==> src/rtl/stopwatch_pkg.sv <==
// rtl/stopwatch_pkg.sv - shared types and limits for the centisecond stopwatch
package stopwatch_pkg;

    localparam int CNT_W = 16;
    localparam logic [CNT_W-1:0] MAX_CS = 16'd59999;

    typedef enum logic [1:0] {
        ST_IDLE    = 2'd0,
        ST_RUNNING = 2'd1,
        ST_PAUSED  = 2'd2
    } sw_state_e;

endpackage

==> src/rtl/stopwatch_counter_tick_gen.sv <==
// rtl/stopwatch_counter_tick_gen.sv - prescaler emitting one tick every DIV enabled cycles
module tick_gen #(
    parameter int DIV = 4
) (
    input  logic clk,
    input  logic rst_n,
    input  logic en,
    input  logic clr,
    output logic tick
);

    localparam int PW = (DIV > 2) ? $clog2(DIV) : 1;
    localparam logic [PW-1:0] LAST = PW'(DIV - 1);

    logic [PW-1:0] pre_q;
    logic [PW-1:0] pre_d;

    // clr wins over en so the phase restarts cleanly from zero
    always_comb begin
        tick  = en && (pre_q == LAST);
        pre_d = pre_q;
        if (clr) begin
            pre_d = '0;
        end else if (en) begin
            pre_d = tick ? '0 : pre_q + 1'b1;
        end
    end

    always_ff @(posedge clk or negedge rst_n) begin
        if (!rst_n) begin
            pre_q <= '0;
        end else begin
            pre_q <= pre_d;
        end
    end

endmodule

==> src/rtl/stopwatch_counter.sv <==
// rtl/stopwatch_counter.sv - run/pause/clear stopwatch counting centiseconds 0..59999
// Optional lap display hold is built when STOPWATCH_LAP_EN is defined.
module stopwatch_counter
    import stopwatch_pkg::*;
#(
    parameter int CLK_FREQ_HZ = 100_000_000,
    parameter int TICK_HZ     = 100
) (
    input  logic             clk,
    input  logic             rst_n,
    input  logic             start_stop,
    input  logic             clear,
`ifdef STOPWATCH_LAP_EN
    input  logic             lap,
`endif
    output logic [CNT_W-1:0] bin,
    output logic             running,
    output logic             wrap
);

    localparam int DIV = CLK_FREQ_HZ / TICK_HZ;

    generate
        if (DIV < 2) begin : g_div_check
            $error("stopwatch_counter: CLK_FREQ_HZ/TICK_HZ must be at least 2");
        end
    endgenerate

    sw_state_e        state_q, state_d;
    logic [CNT_W-1:0] count_q, count_d;
    logic [CNT_W-1:0] bin_q, bin_d;
    logic             running_q, running_d;
    logic             wrap_q, wrap_d;
    logic             tick;

    tick_gen #(
        .DIV (DIV)
    ) u_tick_gen (
        .clk   (clk),
        .rst_n (rst_n),
        .en    (state_q == ST_RUNNING),
        .clr   (clear || (state_q == ST_IDLE)),
        .tick  (tick)
    );

`ifdef STOPWATCH_LAP_EN
    logic hold_q, hold_d;

    always_comb begin
        hold_d = hold_q;
        if (clear) begin
            hold_d = 1'b0;
        end else if (lap && (state_q != ST_IDLE)) begin
            hold_d = ~hold_q;
        end
    end

    always_ff @(posedge clk or negedge rst_n) begin
        if (!rst_n) begin
            hold_q <= 1'b0;
        end else begin
            hold_q <= hold_d;
        end
    end
`endif

    // A tick coinciding with start_stop still counts; clear overrides both
    always_comb begin
        state_d = state_q;
        count_d = count_q;
        wrap_d  = 1'b0;
        if (clear) begin
            state_d = ST_IDLE;
            count_d = '0;
        end else begin
            if (tick) begin
                count_d = (count_q == MAX_CS) ? '0 : count_q + 16'd1;
                wrap_d  = (count_q == MAX_CS);
            end
            if (start_stop) begin
                case (state_q)
                    ST_IDLE:    state_d = ST_RUNNING;
                    ST_RUNNING: state_d = ST_PAUSED;
                    ST_PAUSED:  state_d = ST_RUNNING;
                    default:    state_d = ST_IDLE;
                endcase
            end
        end
        running_d = (state_d == ST_RUNNING);
`ifdef STOPWATCH_LAP_EN
        bin_d = hold_d ? bin_q : count_d;
`else
        bin_d = count_d;
`endif
    end

    always_ff @(posedge clk or negedge rst_n) begin
        if (!rst_n) begin
            state_q   <= ST_IDLE;
            count_q   <= '0;
            bin_q     <= '0;
            running_q <= 1'b0;
            wrap_q    <= 1'b0;
        end else begin
            state_q   <= state_d;
            count_q   <= count_d;
            bin_q     <= bin_d;
            running_q <= running_d;
            wrap_q    <= wrap_d;
        end
    end

    assign bin     = bin_q;
    assign running = running_q;
    assign wrap    = wrap_q;

endmodule
==> config.mk <==
export PLATFORM = sky130hd
export DESIGN_NAME = stopwatch_counter
export DESIGN_NICKNAME = d
export VERILOG_FILES = /design/src/rtl/stopwatch_pkg.sv /design/src/rtl/stopwatch_counter_tick_gen.sv /design/src/rtl/stopwatch_counter.sv
export SDC_FILE = /design/constraint.sdc
export NUM_CORES = 1
export LEC_CHECK = 0
export ABC_AREA = 1
export BUFFER_PORTS_ARGS = -buffer_cell sky130_fd_sc_hd__buf_2
export CORE_MARGIN = 4
export CORE_UTILIZATION = 56
export CTS_BUF_LIST = sky130_fd_sc_hd__clkbuf_4 sky130_fd_sc_hd__clkbuf_8
export CTS_CLUSTER_DIAMETER = 100
export CTS_CLUSTER_SIZE = 30
export DETAILED_ROUTE_END_ITERATION = 7
export PLACE_DENSITY = 0.84
export SLEW_MARGIN = 10
export SYNTH_ARGS = -nofsm -noshare
export SYNTH_HDL_FRONTEND = slang
export SYNTH_SLANG_ARGS = --single-unit
==> constraint.sdc <==
create_clock -name clk -period 1.4 [get_ports clk]
set_input_delay 0.07 -clock clk [delete_from_list [all_inputs] [get_ports clk]]
set_output_delay 0.07 -clock clk [all_outputs]
set_load 0.05 [all_outputs]
Word level (Yosys, flattened, before mapping). Index checks and enable logic that the tools add are counted.

Register bits after elaboration: 40. Input bits: 4. Output and inout port bits: 18. Word-level logic and storage cells: 29.

$add $sub $neg: 2. Equal/unequal tests: 5. Multiplexer cells: 11. Reduce and logical (&&, ||, !) cells: 6.

Operators with widths (count): 20-bit 2-to-1 mux (3); 16-bit 2-to-1 mux (3); 20-bit by 1-bit adder with 20-bit output, second input constant (1); 20-bit equality test, second input constant (1); 16-bit by 1-bit adder with 16-bit output, second input constant (1); 16-bit equality test, second input constant (1); 2-bit by 1-bit equality test with 1-bit output, second input constant (2); 2-bit 2-to-1 mux (2); 2-bit one-hot mux with 2 select lines (1); 2-bit nonzero test (2); 2-bit equality test, second input constant (1); 2-bit zero test (1); 1-bit 2-to-1 mux (2); 2-bit OR reduction (1); 1-bit logical AND (1); 1-bit logical OR (1).

Longest topological paths before layout. Gate-level depths: netlist (run 1).

Depth in word-level cells: 6. Gate-level depth with buffers: 10. Mapped depth without buffers: 10.

Modules after synthesis. Synthesis (run 1) repeated with hierarchy kept, for this count alone.

Cells, all modules: 359. Area, all modules: 2512.4 um2.

By module, submodules not included: tick_gen (times used 1, cells an instance 197, area each 1361.3 um2, seq. area each 500.5 um2); stopwatch_counter (times used 1, cells an instance 162, area each 1151.1 um2, seq. area each 500.5 um2).

Worst setup path before layout (run 1). OpenSTA, ideal clock, no wires.

Path type: register to register. Start: register bin[1] (netlist name). End: register bin_q[11] (netlist: bin[11]). Library setup time: 0.119 ns. Arrival time: 1.644 ns. Required time: 1.281 ns. Slack: -0.363 ns. Stages on the path, launching flop included: 11. Buffers on the path: 0. Period minus slack after synthesis: 1.763 ns. Cells stage by stage: dfrtp_1 > ha_1 > nand2_1 > nor2_2 > inv_1 > nor2_1 > nand2_1 > nand2_1 > nor2_2 > nand2_1 > nand2_1.

RTL lines: end signal, assigned (RTL line stopwatch_counter.sv:107) `bin_q <= bin_d;`; end, declared (RTL line stopwatch_counter.sv:31) `logic [CNT_W-1:0] bin_q, bin_d;`.

Final worst setup path (run 1).
Start: register u_tick_gen.pre_q[0]. End: register u_tick_gen.pre_q[11].

Longest elaborated chain between the ends: 5. Elaborated cells on any way between the ends: 6. Those cells by class: add/sub: 1; eq/ne: 1; mux: 3; reduce/logical: 1.

Ends and longest elaborated chain: start, declared (RTL line stopwatch_counter_tick_gen.sv:15) `logic [PW-1:0] pre_q;`; start signal, assigned (RTL line stopwatch_counter_tick_gen.sv:33) `pre_q <= pre_d;`; branches (longest 2 deep; another with 20-bit by 1-bit adder with 20-bit output); 20-bit 2-to-1 mux * (RTL line stopwatch_counter_tick_gen.sv:25) `pre_d = tick ? '0 : pre_q + 1'b1;`; 20-bit 2-to-1 mux * (RTL line stopwatch_counter_tick_gen.sv:24) `end else if (en) begin`; 20-bit 2-to-1 mux * (RTL line stopwatch_counter_tick_gen.sv:22) `if (clr) begin`.

Every way passes the cells marked *. The select of a mux whose other input is x is not followed. A chain may end at the register's enable or synchronous reset.

==> results of run 1 <==
[flip-flops by register name (all words and copies together), names as in the netlist]
signal,count
wrap,1
state_q,2
bin,16
running,1
u_tick_gen.pre_q,20
[cell usage in the layout, fill, tap and decap left out, types with 5 or more instances in the layout]
cell type	Yosys	layout
nand3_1	53	42
nor2_4	4	11
inv_1	48	47
nand4_1	15	15
nor2_2	10	16
nand2_2	2	6
a21oi_1	5	5
nand2_1	132	126
nor2_1	62	49
buf_4	0	43
o21ai_0	8	5
dfrtp_1	40	26
buf_2	3	21
dfrtp_2	0	14
clkbuf_8	0	7
nand3_2	2	12
nor3_1	13	13
[per-stage QoR]
stage	instance area [µm²]	power (mW)	hold slack [ps]	setup WS, ps	cells
final	3550	2.23	49.8	-127	541
after global routing	3550	2.31	70.5	-214	541
after CTS	3400	2.23	48.7	-72.1	534
after detailed placement	3180	1.35	147	-121	522
after global placement	3180	1.34	141	-122	522
after floorplan	2760	1.28	-226	-104	416
[worst max-delay path by stage]
stage,start,end,slack [ps],depth (start not counted)
3_3_place_gp,bin[0],bin[15],-120,10
4_1_cts,u_tick_gen.pre_q[0],u_tick_gen.pre_q[11],-70,7
3_5_place_dp,bin[0],bin[14],-120,10
5_1_grt,u_tick_gen.pre_q[2],u_tick_gen.pre_q[11],-210,7
2_1_floorplan,bin[1],bin[11],-100,10
6_report,u_tick_gen.pre_q[0],u_tick_gen.pre_q[11],-130,8
[logic make-up after synthesis]
kind of cell	count (synthesis)	synth area share
XOR/XNOR	4	0.0129
AND/OR/NAND/NOR	296	0.488
flip-flops	40	0.370
AO/OA/AOI/OAI	17	0.0346
adder cells (fa/ha/maj)	2	0.00924
buffers and inverters	57	0.0859
[report_power, final]
group,internal (mW),switching [mW]
clock network,0.470,0.420
registers,1.16,0.0105
logic,0.0519,0.118
total,1.68,0.549
[cell type report]
class | count | area [µm²]
repair buffers | 70 | 512
clock buffers | 8 | 104
flip-flops and latches | 40 | 1020
fillers | 364 | 1140
multi-input cells | 319 | 1660
well taps | 54 | 67.6
inverters | 50 | 188
[routing by layer]
metal  vias to the layer above  share of wire  global-route usage
met2                       121           0.54               0.494
met1                      1405           0.38               0.308
met3                        20          0.052              0.0383
li1                       1473              -                   -
met5                         -              0                   0
met4                         0          0.028              0.0943
[synthesized netlist by cell type, drive strengths merged]
cell type,number,area (µm²)
a21oi,5,25.0
and2,1,6.26
buf,6,41.3
clkbuf,1,3.75
dfrtp,40,1000
ha,2,25.0
inv,50,188
nand2,136,531
nand3,55,285
nand4,15,93.8
nor2,76,340
nor3,13,65.1
o21ai,10,53.8
o21bai,2,15.0
xor2,4,35.0
[critical path, cell delays in order, from the launching register on]
cell,delay [ps]
dfrtp_1,410
buf_4,140
nand2_1,70
nor2_2,170
nand2_2,160
nor2_4,160
nand2_1,80
xor2_1,160
nor2_1,60
[repair_timing]
| item | 4_1_cts | 5_1_grt |
|---|---|---|
| endpoints found under the hold margin | 28 | 0 |
| resized for setup | 20 | 26 |
| setup buffers | 3 | 7 |
| setup endpoints to repair | 33 | 36 |
| pin swaps | 12 | 7 |
| hold buffers | 1 | 0 |
| gates cloned | 0 | 0 |
==> metrics.txt, run 1 <==
Final Skew=10.3 ps; CP Max Fanout=4; synth warn=0; cells after synthesis=416; number of top-level pins=22; Post-Syn Nets=422; hold path start=start_stop; total length of routed wires=7910 µm; startpoint types=flip-flop; fmax=655 MHz; hold depth=4; vias in the first global route=2841; DIE HEIGHT=slightly below 80 µm; CTS tree=built; # rows=25; Worst Hold Endpoint=state_q[1]; drt drc=0; Final GP Congestion=1.01; initial antenna violation count=0; Lkg Pwr=approximately 1.6 nW; layout cells sized above 1=0.304; worst min-delay path class=in2reg; Max clock buf depth=2; Die Width=77.6 µm; final setup violating endpoints=32; drt first pass iters=6; setup TNS=-1820 ps; critical path class=reg2reg; MaxCap Viol Count=0; PD cells=around 630 mW/mm²; Die ar.=0.00601 mm²; Pins Over Slew Limit=0; relative slew slack=0.529; drt wl/cell=around 15 µm; Num CTS Buffers=5; WP data arrival=1710 ps; CTS clk-pin slew, worst paths=80 ps; mean area per synthesized cell=6.51 µm²; synth unique cells=25; number of synthesized register bits=40; root buffer cell=clkbuf_8; Worst R2R Setup Slack=-130 ps; nature of the critical path endpoint=flip-flop; initial core utilization=0.577; total track usage=0.266; Overflow after GRT=0; sequential fraction of the synthesis area=0.370; final antenna diode count=0; Clock Latency Late Sink=300 ps; Worst EP required=1580 ps; Worst Tran Pin Value=a little over 700 ps; Core Area=0.00469 mm²; final core occ=0.756; vias per cell=5.58; final hold vios=0; largest net degree at the start of global routing=31; reg2reg start=u_tick_gen.pre_q[0]; failing checks=setup timing; post-synthesis cell area=between 0.002 and 0.003 mm²; maximum VDD drop=between 0.0005 and 0.0006 V; Num Clock Sinks=40; min setup slack post-route=-127 ps; reg2reg end=u_tick_gen.pre_q[11]; first-pass GRT wire length=12800 µm; P&R area growth vs syn=31.0%; Post-DRT Antenna Nets=0; Register-to-Register Path Depth=8; Tmin final=1530 ps; H-tree depth=2; Post-layout nets=492; status=finished with violations; Via Count=3019; detailed-placement wirelength estimate=5570 µm; RSZ-0062 raised after global routing=true; Final Cycle Share=1.09; port bufs=21; number of DRC markers in iteration 0=around 190
No activity file was read; power rests on OpenSTA's default activity.
==> inputs of run 2 (changes only) <==
--- a/config.mk
+++ b/config.mk
@@ -5,10 +5,10 @@
 export SDC_FILE = /design/constraint.sdc
 export NUM_CORES = 1
 export LEC_CHECK = 0
-export ABC_AREA = 1
+export ABC_AREA = 0
 export BUFFER_PORTS_ARGS = -buffer_cell sky130_fd_sc_hd__buf_2
 export CORE_MARGIN = 4
-export CORE_UTILIZATION = 56
+export CORE_UTILIZATION = 55
 export CTS_BUF_LIST = sky130_fd_sc_hd__clkbuf_4 sky130_fd_sc_hd__clkbuf_8
 export CTS_CLUSTER_DIAMETER = 100
 export CTS_CLUSTER_SIZE = 30
==> run 2 against run 1 <==
  * The run still ends with setup timing left
  * Critical path depth shrank 2
  * Combinational power grew 71%
  * Hold slack improved by 48 ps
  * Synthesized cell count decreased by 42%
  * Fmax shrank 34%
  * Routed wire length fell by 2.8%
  * Highest routed layer unchanged
==> metrics.txt, run 2 <==
number of synthesized register bits=40; Final GP Congestion=0.857; crit path max-delay cell type=or4b_4; maximum VDD drop=0.000475 V; Worst Tran Pin Value=555 ps; Synth area leaders=dfrtp_1, nor2_1, nand3_1; vias in the first global route=~2500; sequential fraction of the synthesis area=0.453; cells after synthesis=243; Post-DRT Antenna Nets=0; post-synthesis cell area=0.00221 mm²; setup TNS=-27700 ps; delay-heaviest family, CP=simple AND/OR/NAND/NOR gates; Via Count=about 2500; Combinational Power Share=0.126; Max clock buf depth=2; Clk pwr share=0.361; initial core utilization=0.586; Buf/Inv on CP=1; root buffer cell=clkbuf_8; Lkg Pwr=between 1 and 1.5 nW; Num CTS Buffers=5; status=finished with violations; Top Metal Used=met4; Flop pwr share=0.513; number of top-level pins=22; met2 routed WL=3880 µm; CP Max Fanout=5; Core Area=between 0.003 and 0.004 mm²; min setup slack post-route=-907 ps; PD cells=700 mW/mm²; synth unique cells=47; drt first pass iters=5; count leader, synth=dfrtp_1; CP most frequent cell=or4b_4; Worst EP required=1620 ps; final setup violating endpoints=37; detailed-placement wirelength estimate=4350 µm; number of synthesized flops with an enable pin=0; CP peak stage delay=520 ps; mean area per synthesized cell=9.10 µm²; max FFs per register=20; most frequent cells after synthesis=dfrtp_1, nor2_1, nand2_1; H-tree depth=2; Design Area, Final=roughly 0.0033 mm²; Tot Pwr=2.31 mW; drt wl/cell=a little under 20 µm; Final Skew=9.40 ps; total length of routed wires=7680 µm; CTS clk-pin slew, worst paths=90 ps; Main synth FF type=dfrtp_1; Post-layout nets=350; DR WL met3=523 µm; number of DRC markers in iteration 0=164; synth warn=0; fmax=about 430 MHz; vias per cell=between 6 and 7; Setup WS pre-CTS=-849 ps; WL met1=about 2900 µm; area share of the largest cell type after synthesis=0.453; RSZ-0062 raised after global routing=true; Net Sw Frac=0.276; internal power=1.67 mW; Sw Pwr=636 µW; commonest non-fill, non-tap cells in the layout=buf_4, dfrtp_1, buf_2; P&R area growth vs syn=49.0%; startpoint types=flip-flop; most common cell after layout, fill and taps aside=buf_4; Die Width=71.4 µm; largest net degree at the start of global routing=25; CTS tree=built; relative slew slack=0.627; critical path class=reg2reg; initial antenna violation count=0; Hold Worst Slack=97.6 ps; failing checks=setup timing; Tmin final=2310 ps; largest reg by FF count=u_tick_gen.pre_q; Post-Syn Nets=249; # rows=22; worst min-delay path class=in2reg; DP Area=0.00293 mm²; drt drc=0; DIE HEIGHT=slightly above 70 µm; Clock Latency Late Sink=approximately 300 ps; first-pass GRT wire length=about 12000 µm; fraction of registers with async set/reset=1.00; Num Clock Sinks=40; total track usage=0.302; final hold vios=0; port bufs=21; Die ar.=0.00510 mm²; WP data arrival=2530 ps; Overflow after GRT=0; nature of the critical path endpoint=flip-flop; layout cells sized above 1=0.481; MaxCap Viol Count=0; CP Cell Sequence=or4b_4 > nor4_4 > nand2_2 > buf_6 > or4b_4 > a21oi_2; Pins Over Slew Limit=0; Synth area leader=dfrtp_1; Final Cycle Share=1.65; final antenna diode count=0
==> run 2: worst register-to-register path, stage by stage (launching register included) <==
cell     delay [ps]
dfrtp_1         450
or4b_4          520
nor4_4          330
nand2_2         110
buf_6           150
or4b_4          480
a21oi_2         190
==> run 2: final timing paths <==
path	start	to	slack, ps	depth (start not counted)
max in group asynchronous	rst_n	bin[12]	660	3
min	start_stop	state_q[0]	100	3
max reg2reg	u_tick_gen.pre_q[19]	bin[10]	-910	6
max	u_tick_gen.pre_q[19]	bin[10]	-910	6
min reg2reg	u_tick_gen.pre_q[0]	u_tick_gen.pre_q[0]	580	2
min in group asynchronous	rst_n	u_tick_gen.pre_q[9]	240	2
==> run 2: power by group through the flow <==
stage	combinational, mW	clock [mW]	sequential, mW
2_1_floorplan	0.0749	0	1.25
3_3_place_gp	0.220	0	1.20
3_5_place_dp	0.227	0	1.20
4_1_cts	0.261	0.816	1.18
5_1_grt	0.306	0.886	1.18
6_report	0.290	0.832	1.18
==> run 2: stage by stage <==
step                      instances  utilization
final                           393        0.874
after detailed placement        375        0.776
after floorplan                 243            -
after global placement          375        0.776
after global routing            393        0.874
after CTS                       392        0.852
==> run 2: cells by family (layout without fill, tap and decap cells) <==
logic type | after synthesis | after routing | synth area share
xor gates and xnor gates | 15 | 15 | 0.0594
DFF | 40 | 40 | 0.453
muxes | 2 | 2 | 0.00962
AOI/OAI and AO/OA | 48 | 48 | 0.134
buffers and inverters | 15 | 117 | 0.0294
adders and majority gates | 2 | 2 | 0.0113
and+or+nand+nor | 121 | 121 | 0.304
==> run 2: repair_timing <==
item | in CTS | in global routing
setup buffers | 8 | 2
gates cloned | 1 | 0
gates resized for setup | 32 | 20
pin swaps | 16 | 8
hold buffers | 1 | 0
setup endpoints to repair | 37 | 37
hold endpoints to repair | 16 | 0
==> run 2: layout make-up <==
| class | count | area (µm²) |
|---|---|---|
| clock buffer | 6 | 82.6 |
| inverter | 6 | 22.5 |
| sequential | 40 | 1020 |
| clock inverter | 2 | 10.0 |
| timing repair buffer | 103 | 781 |
| multi-input combinational | 188 | 1320 |
| fill | 190 | 477 |
| tap | 48 | 60.1 |
==> run 2: per-layer routing <==
metal  vias up  GRT usage
met3        51     0.0645
met2       158      0.530
met4         0      0.146
met1      1214      0.348
met5         -          0
li1       1083          -
